--- src/rtl/prog_loader_if.sv ---
// Program-loader bus bundle: instruction stream in, InstROM write port out,
// and the core Start/Ack pair. The loader uses the slave view; the stream
// source / core side uses the master view.
interface prog_loader_if #(
  parameter int W = 9,
  parameter int A = 10
);
  logic         InValid;
  logic [W-1:0] InData;
  logic         InReady;
  logic         ImemWrEn;
  logic [A-1:0] ImemAddr;
  logic [W-1:0] ImemData;
  logic         CoreStart;
  logic         CoreAck;

  modport master (
    output InValid, InData, CoreAck,
    input  InReady, ImemWrEn, ImemAddr, ImemData, CoreStart
  );

  modport slave (
    input  InValid, InData, CoreAck,
    output InReady, ImemWrEn, ImemAddr, ImemData, CoreStart
  );
endinterface

--- src/rtl/prog_loader.sv ---
// Upstream sequencer for the 9-bit core: streams a program into the
// instruction memory from address 0, pulses the core Start, waits for Ack,
// and counts run cycles. Error is sticky until the next legal load/rerun.
module prog_loader #(
  parameter int          W         = 9,
  parameter int          A         = 10,
  parameter int          START_CYC = 2,
  parameter logic [15:0] MAX_CYC   = 16'hFFFF
) (
  input  logic          Clk,
  input  logic          Reset,
  input  logic          LoadReq,
  input  logic [A:0]    LoadLen,
  input  logic          Rerun,
  prog_loader_if.slave  Bus,
  output logic          Busy,
  output logic          Done,
  output logic          Error,
  output logic [15:0]   CycleCount
);

  localparam int          SW         = (START_CYC > 1) ? $clog2(START_CYC) : 1;
  localparam logic [SW-1:0] START_LAST = SW'(START_CYC - 1);
  localparam logic [A:0]  MEM_DEPTH  = {1'b1, {A{1'b0}}};
  localparam logic [A:0]  LEN_ONE    = (A+1)'(1);

  typedef enum logic [2:0] {IDLE, LOAD, START, RUN, DONE} state_t;

  state_t        state, nextState;
  logic [A:0]    len;
  logic [A-1:0]  wrPtr;
  logic [SW-1:0] startCnt;
  logic [15:0]   cycCnt;
  logic          errReg;

  logic          lenLegal;
  logic          accept;
  logic          lastAccept;
  logic          startLast;
  logic [15:0]   cycNext;
  logic          timeout;

  assign lenLegal   = (LoadLen != '0) && (LoadLen <= MEM_DEPTH);
  assign accept     = Bus.InValid && (state == LOAD);
  // Len=2**A fits because the compare is done at A+1 bits; wrPtr then wraps unused.
  assign lastAccept = accept && ({1'b0, wrPtr} == (len - LEN_ONE));
  assign startLast  = (startCnt == START_LAST);
  assign cycNext    = cycCnt + 16'd1;
  assign timeout    = (cycNext == MAX_CYC);

  // State register
  always_ff @(posedge Clk or negedge Reset) begin
    if (!Reset) state <= IDLE;
    else        state <= nextState;
  end

  // Next-state decision
  always_comb begin
    nextState = state;
    case (state)
      IDLE:  if (LoadReq && lenLegal) nextState = LOAD;
      LOAD:  if (lastAccept) nextState = START;
      START: if (startLast) nextState = RUN;
      RUN:   if (Bus.CoreAck || timeout) nextState = DONE;
      DONE: begin
        // LoadReq has priority over Rerun even when its length is illegal.
        if (LoadReq) begin
          if (lenLegal) nextState = LOAD;
        end else if (Rerun) begin
          nextState = START;
        end
      end
      default: nextState = IDLE;
    endcase
  end

  // Length latch, write pointer, start/run counters and sticky error
  always_ff @(posedge Clk or negedge Reset) begin
    if (!Reset) begin
      len      <= '0;
      wrPtr    <= '0;
      startCnt <= '0;
      cycCnt   <= '0;
      errReg   <= 1'b0;
    end else begin
      startCnt <= '0;
      case (state)
        IDLE, DONE: begin
          if (LoadReq) begin
            if (lenLegal) begin
              len    <= LoadLen;
              wrPtr  <= '0;
              errReg <= 1'b0;
            end else begin
              errReg <= 1'b1;
            end
          end else if (Rerun && (state == DONE)) begin
            errReg <= 1'b0;
          end
        end
        LOAD: if (accept) wrPtr <= wrPtr + A'(1);
        START: begin
          startCnt <= startCnt + SW'(1);
          cycCnt   <= '0;
        end
        RUN: begin
          cycCnt <= cycNext;
          if (timeout) errReg <= 1'b1;
        end
        default: ;
      endcase
    end
  end

  // Output decode from state and counters
  always_comb begin
    Bus.InReady   = 1'b0;
    Bus.ImemWrEn  = 1'b0;
    Bus.ImemAddr  = '0;
    Bus.ImemData  = '0;
    Bus.CoreStart = 1'b0;
    Busy          = 1'b0;
    Done          = 1'b0;
    case (state)
      LOAD: begin
        Bus.InReady  = 1'b1;
        Bus.ImemWrEn = accept;
        Bus.ImemAddr = wrPtr;
        Bus.ImemData = Bus.InData;
        Busy         = 1'b1;
      end
      START: begin
        Bus.CoreStart = 1'b1;
        Busy          = 1'b1;
      end
      RUN:  Busy = 1'b1;
      DONE: Done = 1'b1;
      default: ;
    endcase
    Error      = errReg;
    CycleCount = cycCnt;
  end

endmodule

--- src/flat_wrapper.sv ---
// flat-port wrapper written by rule: the top's interface ports become plain ports
module prog_loader_flat 
#(
  parameter int          W         = 9,
  parameter int          A         = 10,
  parameter int          START_CYC = 2,
  parameter logic [15:0] MAX_CYC   = 16'hFFFF
)
  (Clk, Reset, LoadReq, LoadLen, Rerun, Busy, Done, Error, CycleCount, Bus_InValid, Bus_InData, Bus_CoreAck, Bus_InReady, Bus_ImemWrEn, Bus_ImemAddr, Bus_ImemData, Bus_CoreStart);
  prog_loader_if #(.W(W), .A(A)) Bus_i ();
  input  logic Clk;
  input  logic Reset;
  input  logic LoadReq;
  input  logic [A:0] LoadLen;
  input  logic Rerun;
  output logic Busy;
  output logic Done;
  output logic Error;
  output logic [15:0] CycleCount;
  input wire logic [$bits(Bus_i.InValid)-1:0] Bus_InValid;
  input wire logic [$bits(Bus_i.InData)-1:0] Bus_InData;
  input wire logic [$bits(Bus_i.CoreAck)-1:0] Bus_CoreAck;
  output wire logic [$bits(Bus_i.InReady)-1:0] Bus_InReady;
  output wire logic [$bits(Bus_i.ImemWrEn)-1:0] Bus_ImemWrEn;
  output wire logic [$bits(Bus_i.ImemAddr)-1:0] Bus_ImemAddr;
  output wire logic [$bits(Bus_i.ImemData)-1:0] Bus_ImemData;
  output wire logic [$bits(Bus_i.CoreStart)-1:0] Bus_CoreStart;
  assign Bus_i.InValid = Bus_InValid;
  assign Bus_i.InData = Bus_InData;
  assign Bus_i.CoreAck = Bus_CoreAck;
  assign Bus_InReady = Bus_i.InReady;
  assign Bus_ImemWrEn = Bus_i.ImemWrEn;
  assign Bus_ImemAddr = Bus_i.ImemAddr;
  assign Bus_ImemData = Bus_i.ImemData;
  assign Bus_CoreStart = Bus_i.CoreStart;
  prog_loader #(.W(W), .A(A), .START_CYC(START_CYC), .MAX_CYC(MAX_CYC)) u_core (.Clk(Clk), .Reset(Reset), .LoadReq(LoadReq), .LoadLen(LoadLen), .Rerun(Rerun), .Bus(Bus_i), .Busy(Busy), .Done(Done), .Error(Error), .CycleCount(CycleCount));
endmodule
--- config.mk ---
export PLATFORM = sky130hd
export DESIGN_NAME = prog_loader_flat
export DESIGN_NICKNAME = d
export VERILOG_FILES = /design/src/rtl/prog_loader_if.sv /design/src/rtl/prog_loader.sv /design/src/flat_wrapper.sv
export SDC_FILE = /design/constraint.sdc
export NUM_CORES = 1
export LEC_CHECK = 0
export ABC_AREA = 1
export BUFFER_PORTS_ARGS = -buffer_cell sky130_fd_sc_hd__buf_4
export CAP_MARGIN = 0
export CELL_PAD_IN_SITES_DETAIL_PLACEMENT = 0
export CELL_PAD_IN_SITES_GLOBAL_PLACEMENT = 2
export CORE_MARGIN = 1
export CORE_UTILIZATION = 29
export CTS_CLUSTER_DIAMETER = 200
export DETAILED_ROUTE_END_ITERATION = 12
export GPL_TIMING_DRIVEN = 0
export PLACE_DENSITY = 0.84
export SYNTH_ARGS = -nofsm -noshare
export SYNTH_HDL_FRONTEND = slang
export SYNTH_SLANG_ARGS = --single-unit
export TNS_END_PERCENT = 30
--- constraint.sdc ---
create_clock -name Clk -period 2.35 [get_ports Clk]
set_clock_uncertainty 0.05 [all_clocks]
set_input_delay 0.1175 -clock Clk [delete_from_list [all_inputs] [get_ports Clk]]
set_output_delay 0.1175 -clock Clk [all_outputs]
set_load 0.01 [all_outputs]
=== Word-level counts from Yosys, hierarchy flattened ===
Cells that the tools add are included.

* Add/sub/neg operators: 4
* Muxes and demuxes: 26
* Eq/ne operators: 17
* $lt $le $gt $ge: 1
* Reductions and logical operators: 17

{| class="wikitable"
|+ Operators by type and width
! cell !! count
|-
| 2-to-1 mux 10 bit || 4
|-
| case mux 16 bit (2 select lines) || 1
|-
| 2-to-1 mux 3 bit || 7
|-
| case mux 10 bit (2 select lines) || 1
|-
| adder 16 x 1 -> 16 bit, second input constant || 1
|-
| equality test 16 bit, second input constant || 1
|-
| case mux 3 bit (5 select lines) || 1
|-
| inequality test 2 x 1 -> 1 bit, second input constant || 7
|-
| equality test 10 x 11 -> 1 bit || 1
|-
| less-or-equal comparator 11 bit, second input constant || 1
|-
| nonzero test 11 bit || 1
|-
| subtractor 11 x 1 -> 11 bit, second input constant || 1
|-
| adder 10 x 1 -> 10 bit, second input constant || 1
|-
| 2-to-1 mux 1 bit || 10
|-
| 2-to-1 mux 9 bit || 1
|-
| equality test 3 x 2 -> 1 bit, second input constant || 2
|-
| inequality test 3 x 2 -> 1 bit, second input constant || 2
|-
| AND reduction 3 bit || 2
|-
| AND reduction 6 bit || 1
|-
| nonzero test 2 bit || 3
|-
| logical AND 1 bit || 5
|-
| AND reduction 4 bit || 1
|-
| equality test 3 x 1 -> 1 bit, second input constant || 1
|-
| equality test 3 bit, second input constant || 1
|-
| other kinds (8) || 8
|}

* Flip-flop bits (word level): 42
* Logic and storage cells: 71
* Input bits: 26
* Output and inout bits: 41

=== Longest topological paths before layout ===
Gate-level depths: netlist (run 1).

* Depth after elaboration: 5
* Depth in mapped cells: 15

=== Least setup slack after synthesis (run 1) ===
OpenSTA, ideal clock, no wires.

* Path kind: register to register
* Start point: reg u_core.cycCnt[1] (netlist: u_core.CycleCount[1])
* End point: reg u_core.state[0]
* Path buffers: 0
* Cell stages (with the launch flop): 15
* Required time: 2183 ps
* Setup slack: 529 ps
* Setup time: 117 ps
* Arrival time: 1655 ps
* Clock period less this slack: 1821 ps
* Cell sequence: dfrtp_1 -> ha_1 -> nand2_1 -> nor2_4 -> nand2_2 -> nand2_1 -> nand2_1 -> nor2_1 -> nand3_1 -> nor2_2 -> nand2_1 -> nand2_2 -> nand2_2 -> nand2_1 -> nand2_1

* Cells in the longest elaborated chain, start to end: 5

{| class="wikitable"
|+ RTL lines
! element !! RTL line !! source
|-
| from (decl) || prog_loader.sv:33 || <nowiki>logic [15:0] cycCnt;</nowiki>
|-
| from (signal assigned) || prog_loader.sv:107 || <nowiki>cycCnt <= cycNext;</nowiki>
|-
| adder 16 x 1 -> 16 bit || prog_loader.sv:48 || <nowiki>assign cycNext = cycCnt + 16'd1;</nowiki>
|-
| equality test 16 bit || prog_loader.sv:49 || <nowiki>assign timeout = (cycNext == MAX_CYC);</nowiki>
|-
| logical OR 1 bit || prog_loader.sv:64 || <nowiki>RUN: if (Bus.CoreAck || timeout) nextState = DONE;</nowiki>
|-
| inequality test 2 x 1 -> 1 bit (no line) || -- ||
|-
| AND reduction 6 bit (no line) || -- ||
|-
| to (signal assigned) || prog_loader.sv:54 || <nowiki>else state <= nextState;</nowiki>
|-
| to (decl) || prog_loader.sv:29 || <nowiki>state_t state, nextState;</nowiki>
|}

Every way passes these cells.
A chain may end at the register's enable or synchronous reset.

=== Worst setup path in the final report (run 1) ===
* Start point: reg u_core.cycCnt[1] (netlist: u_core.CycleCount[1])
* End point: reg u_core.errReg (netlist: u_core.Error)

* Cells in the longest elaborated chain, start to end: 4

{| class="wikitable"
|+ RTL lines
! element !! RTL line !! source
|-
| adder 16 x 1 -> 16 bit || prog_loader.sv:48 ||
|-
| equality test 16 bit || prog_loader.sv:49 ||
|-
| inequality test 2 x 1 -> 1 bit (no line) || -- ||
|-
| AND reduction 3 bit (no line) || -- ||
|-
| to (signal assigned) || prog_loader.sv:84 || <nowiki>errReg <= 1'b0;</nowiki>
|-
| to (signal assigned) || prog_loader.sv:93 || <nowiki>errReg <= 1'b0;</nowiki>
|-
| to (signal assigned) || prog_loader.sv:95 || <nowiki>errReg <= 1'b1;</nowiki>
|-
| to (decl) || prog_loader.sv:34 || <nowiki>logic errReg;</nowiki>
|}

Every way passes these cells.

==> flow_summary.ini, run 1 <==
[outcome]
status = finished clean

[cells_and_area]
final_net_count = 558
final_util_pct = 38.0
fin_cells = 662
drive_gt1_share_pct = 21.4
antenna_cells = 0
syn2layout_area_growth_pct = 25.9

[yosys]
synth_common_cells = nand2_1 (116), nor2_1 (73), inv_1 (61)
synth_edf_count = 0
synth_fp_nets = 484
synthArstFlopShare_pct = 100
yosysMostFrequentCell = nand2_1
ys_top_cells_by_area = dfrtp_1 (35%), nand2_1 (15%), nor2_1 (9.2%)
synth.avg_cell_area_sq_um = 6.56
syn_area_sq_um = 2980
synth_top_area_share_pct = 35.3
synth_ff_type = dfrtp_1
syn_inst = 454
ys_seq_elements = 42
yosysTopAreaCell = dfrtp_1
synth_cell_type_count = 33
ys_seq_area_share_pct = 35.3
synth_warnings = 0

[power]
peakVddDrop_mv = 0.509
combPwrFrac_pct = 49.1
switchingPower_w = 0.00143
internal-power_w = 0.00170
p_leak_nw = 1.89
power_density_nw_per_um2 = 836
seq_power_share_pct = 34.5
power_frac_clock_pct = 16.4
switching_share_pct = 45.6

[global_route]
grt_max_degree = 43
grt_pass1_wl_microns = 13400
grt_usage_pct = 16.3
antenna_found_initial = 0
overflow = 0
first_global_vias = 2768

[timing]
max_freq_mhz = 473
period_needed_ns = 2.11
setup_viol = 0
rsz0062_at_grt = false
layout_setup_ws_ns = 0.237
maxSlewHeadroom_pct = 61.6
min_period_over_period_pct = 89.9
slew_viol_final = 0
finalHoldViolCount = 0
finalSetupTns_ns = 0
worst_pin_slew_ns = 0.576

[route]
drc_errors = 0
top_layer_used = met4
num_vias = 2992
vias_per_cell = 4.52
wl_met1_microns = 4150
drtAntennaViolNets = 0
wl_met2_microns = 3580
post_drt_wl_per_cell_microns = 12.3
first_pass_iters = 4
wl_met3_microns = 375
drt_iter0_drc = 124
wl_microns = 8170

[clock_tree]
numCtsBuffers = 5
clock-sinks = 42
cts_root_buf = clkbuf_8
path_clk_slew_ns = 0.09
ctsHtreeMaxLevel = 2
clkLatencyLatePin_ns = 0.30
post_cts_buffers = 0
ctsLongestPathBuffers = 2
tritoncts = built

[worst_setup_path]
r2r_slack_ns = 0.24
cp-end-kind = flop
crit_slowest_cell = dfrtp_2
cp_num_buf_inv = 0
path_cells = ha_1, nand2_1, nor2_4, nand2_2, nand2_1, nand2_1, nor2_1, nand3_1, nor2_2, nand3_1, nand2_1, nand2_1, nand2_1, nand2_1
worstPathArrival_ns = 2.27
critPathKind = reg2reg
max_stage_delay_ns = 0.42
cp-start-kind = flop
cp_max_fo = 6
worst_path_dominant_cell_family = simple AND/OR/NAND/NOR gates
cpMostUsedCell = nand2_1
cp.required_ns = 2.50

[placed_design]
dp_slack_ns = 0.200
globalplace.congestion = 0.807
port_buffers = 66
place_inst = 653
hpwl_microns = 6380

[floorplan]
num_rows = 36
dieWidth_microns = 103
start_util_pct = 30.2
die_h_microns = 103
die-area_sq_um = 10700
ios = 67
core_sq_um = 9860

[worst_hold_path]
hold_class = in2reg

[job]
cap_violations = 0
## cells in the final DEF, fill, tap and decap left out, types with 2 or more instances in the layout
cell      Yosys  final
nand3_1      40     40
nor2_1       73     73
o31ai_1       2      2
o22ai_1       5      5
nand2_2      10     10
inv_1        61     61
nand3b_1      2      2
dfrtp_1      42     41
ha_1          4      4
buf_4         2     68
o21ai_0      23     23
clkbuf_1      6      7
inv_2         8      8
nand4_1      10     10
clkbuf_8      0      6
nor3_1        3      3
nor2_4        4      4
nand3_2       3      3
nor2_2        5      5
a21oi_1      12     12
o21ai_1       3      3
clkinv_1      2      2
xor2_1        7      7
nand2_1     116    116
## final timing paths
kind | endpoint | depth (start not counted) | startpoint
max | u_core.Error | 14 | u_core.CycleCount[1]
min | u_core.len[6] | 3 | LoadLen[6]
max reg2reg | u_core.Error | 14 | u_core.CycleCount[1]
min reg2reg | u_core.startCnt | 1 | u_core.startCnt
max in group asynchronous | u_core.CycleCount[1] | 2 | Reset
min in group asynchronous | u_core.CycleCount[2] | 2 | Reset
## layout make-up
type                            instances  area, sq um
Buffer                                  9         42.5
Clock buffer                            7         86.3
Clock inverter                          1         5.00
Fill cell                            1069         6120
Inverter                               71          267
Multi-Input combinational cell        332         1620
Sequential cell                        42         1050
Tap cell                              133          166
Timing Repair Buffer                   67          505
## kinds of logic (layout without fill, tap and decap cells)
logic type | count (synthesis) | after routing | share of synthesized area (%)
fa+ha+maj | 4 | 4 | 1.68
buf+inv | 80 | 155 | 10.4
simple gates | 272 | 272 | 41.5
xor+xnor | 8 | 8 | 2.35
flops | 42 | 42 | 35.3
compound gates | 48 | 48 | 8.78
## routing by layer
metal | up-vias | track usage, %
met5 | - | 0
met1 | 1348 | 23.3
met4 | 0 | 3.90
met2 | 65 | 25.8
li1 | 1575 | -
met3 | 4 | 2.42
## power groups by stage
stage               Combinational, W  Clock [W]  Sequential, W
finish                       0.00154   0.000513        0.00108
global route                 0.00176   0.000556        0.00112
CTS                          0.00155   0.000534        0.00108
detailed placement           0.00154          0        0.00109
global placement             0.00153          0        0.00109
floorplan                    0.00102          0        0.00106
## stage by stage
step                      instance area (sq um)  total power (W)  hold WS [ns]
after global placement                     3640          0.00263         0.117
after global routing                       3750          0.00344        0.0171
after floorplan                            2980          0.00207        -0.228
after detailed placement                   3640          0.00264         0.112
final                                      3750          0.00313        0.0241
after CTS                                  3740          0.00317        0.0192
## sequential cells by signal (all words and copies together) (netlist names)
register / cells
u_core.wrPtr: 10
u_core.startCnt: 1
u_core.Error: 1
u_core.state: 3
u_core.CycleCount: 16
u_core.len: 11
## worst register-to-register path: cells and delay by family, from the launching register on
family	cells	cell delay (ns)
and+or+nand+nor	13	1.30
adders and majority gates	1	0.24
DFF	1	0.42
## what timing repair did
item                                    CTS  global route
hold buffers                              1             0
endpoints found under the setup margin    0             5
resized for setup                         0             2
hold endpoints to repair                 42             0
Note: power is estimated with default switching activity, not from simulation.
==> run 2, diff against run 1 <==
--- a/config.mk
+++ b/config.mk
@@ -12,6 +12,7 @@
 export CELL_PAD_IN_SITES_GLOBAL_PLACEMENT = 2
 export CORE_MARGIN = 1
 export CORE_UTILIZATION = 29
+export CTS_BUF_LIST = sky130_fd_sc_hd__clkbuf_8 sky130_fd_sc_hd__clkbuf_16
 export CTS_CLUSTER_DIAMETER = 200
 export DETAILED_ROUTE_END_ITERATION = 12
 export GPL_TIMING_DRIVEN = 0
==> run 2 against run 1 <==
  * Flip-flop and latch count unchanged
  * Critical path depth unchanged
  * Cell area unchanged
  * Maximum frequency about the same
  * Worst setup slack about the same
  * Die area unchanged
  * Register-to-register slack about the same
  * Critical endpoint unchanged
  * Combinational power about the same
  * Highest routed layer unchanged
  * Global-route usage unchanged
  * Utilization unchanged
  * Routed wire length about the same
  * First-iteration DRC count up 1.6%
==> flow_summary.ini, run 2 (synthesis results as in run 1) <==
[clock_tree]
cts_root_buf = clkbuf_8
clock-sinks = 42
ctsLongestPathBuffers = 2
numCtsBuffers = 5
ctsHtreeMaxLevel = 2
clkLatencyLatePin_ns = 0.30
tritoncts = built
path_clk_slew_ns = 0.09

[timing]
finalHoldWorstSlack_ns = 0.0241
maxSlewHeadroom_pct = 61.6
period_needed_ns = 2.11
worst_pin_slew_ns = 0.576
max_freq_mhz = 473
finalSetupTns_ns = 0
min_period_over_period_pct = 89.9
rsz0062_at_grt = false
setup_viol = 0
finalHoldViolCount = 0
slew_viol_final = 0

[global_route]
first_global_vias = 2768
antenna_found_initial = 0
grt_usage_pct = 16.3
grt_pass1_wl_microns = 13400
overflow = 0
grt_max_degree = 43

[power]
power_frac_clock_pct = 16.2
power_density_nw_per_um2 = 834
combPwrFrac_pct = 49.2
p_leak_nw = 1.89
internal-power_w = 0.00170
switching_share_pct = 45.7
switchingPower_w = 0.00143
peakVddDrop_mv = 0.509
seq_power_share_pct = 34.6

[outcome]
status = finished clean

[floorplan]
die-area_sq_um = 10700
num_rows = 36
ios = 67
core_sq_um = 9860
dieWidth_microns = 103
die_h_microns = 103
start_util_pct = 30.2

[cells_and_area]
fin_area_sq_um = 3750
drive_gt1_share_pct = 21.4
largest_reg_flops = 16
final_cell_mix = nand2_1 (116), nor2_1 (73), buf_4 (68)
final_net_count = 558
fin_cells = 662
syn2layout_area_growth_pct = 25.9
antenna_cells = 0
layout_commonest_cell = nand2_1

[placed_design]
hpwl_microns = 6380
globalplace.congestion = 0.807
placed_area_sq_um = 3640
port_buffers = 66
place_inst = 653

[worst_setup_path]
r2r_slack_ns = 0.24
r2r_end = u_core.Error
path_cells = ha_1, nand2_1, nor2_4, nand2_2, nand2_1, nand2_1, nor2_1, nand3_1, nor2_2, nand3_1, nand2_1, nand2_1, nand2_1, nand2_1
worstRegToRegCells = 14
cp_max_fo = 6
cp-start-kind = flop
cp.depth = 14
worstPathArrival_ns = 2.27
cp-end-kind = flop
cpMostUsedCell = nand2_1
cp_num_buf_inv = 0
critical_path.startpoint = u_core.CycleCount[1]
worst_path_dominant_cell_family = simple AND/OR/NAND/NOR gates
critPathKind = reg2reg
crit_end = u_core.Error
max_stage_delay_ns = 0.42
crit_slowest_cell = dfrtp_2
reg2reg_from = u_core.CycleCount[1]
cp.required_ns = 2.50

[route]
drt_iter0_drc = 126
num_vias = 2991
post_drt_wl_per_cell_microns = 12.3
vias_per_cell = 4.52
drtAntennaViolNets = 0
first_pass_iters = 4
wl_microns = 8160
drc_errors = 0

[job]
cap_violations = 0

[worst_hold_path]
hold_class = in2reg
## run 2: cell types whose count changed in the layout (fill, tap and decap cells not counted), sizes merged
cell,before,now
clkbuf,13,12
inv,69,70
## run 2: routing by layer
metal | wire length [microns] | global-route usage (%) | vias up | part of all wire (%)
met3 | 375 | 2.42 | 4 | 4.6
met5 | 0 | 0 | - | 0
li1 | - | - | 1574 | -
met4 | 67 | 3.90 | 0 | 0.82
met2 | 3570 | 25.8 | 65 | 44
met1 | 4150 | 23.3 | 1348 | 51
## run 2: how the worst min path moves through the flow
stage / slack [ns] / to / from / depth (start not counted)
after floorplan: -0.23 / u_core.CycleCount[0] / Reset / 0
after global routing: 0.02 / u_core.len[6] / LoadLen[6] / 3
after CTS: 0.02 / u_core.len[6] / LoadLen[6] / 3
final: 0.02 / u_core.len[6] / LoadLen[6] / 3
after detailed placement: 0.11 / u_core.CycleCount[1] / Reset / 1
after global placement: 0.12 / u_core.CycleCount[1] / Reset / 1
## run 2: through the flow
stage          utilization, %  setup slack, ns  total power (W)
3_3_place_gp             36.9            0.231          0.00263
6_report                 38.0            0.237          0.00313
2_1_floorplan               -            0.529          0.00207
5_1_grt                  38.0           0.0144          0.00343
3_5_place_dp             36.9            0.200          0.00264
4_1_cts                  37.9            0.102          0.00316
## run 2: tightest hold or removal path: stages
cell and delay (ns):
buf_4 0.08, nor2_1 0.04, a21oi_1 0.10
## run 2: final cells by class
type	instances	area (sq um)
clock buffer	6	82.6
tap	133	166
inverter	71	267
multi-input combinational	332	1620
clock inverter	2	8.76
fill	1069	6120
sequential	42	1050
timing repair buffer	67	505
buffer	9	42.5
## run 2: power by group through the flow
stage                     clock network [W]  logic [W]  registers (W)
after floorplan                           0    0.00102        0.00106
after global placement                    0    0.00153        0.00109
after detailed placement                  0    0.00154        0.00109
after CTS                          0.000530    0.00155        0.00108
after global routing               0.000552    0.00176        0.00112
final                              0.000507    0.00154        0.00108
## run 2: repair_timing
action,in CTS,in global routing
hold endpoints to repair,42,0
buffers inserted,0,0
hold buffers,1,0
endpoints found under the setup margin,0,5
resized for setup,0,2
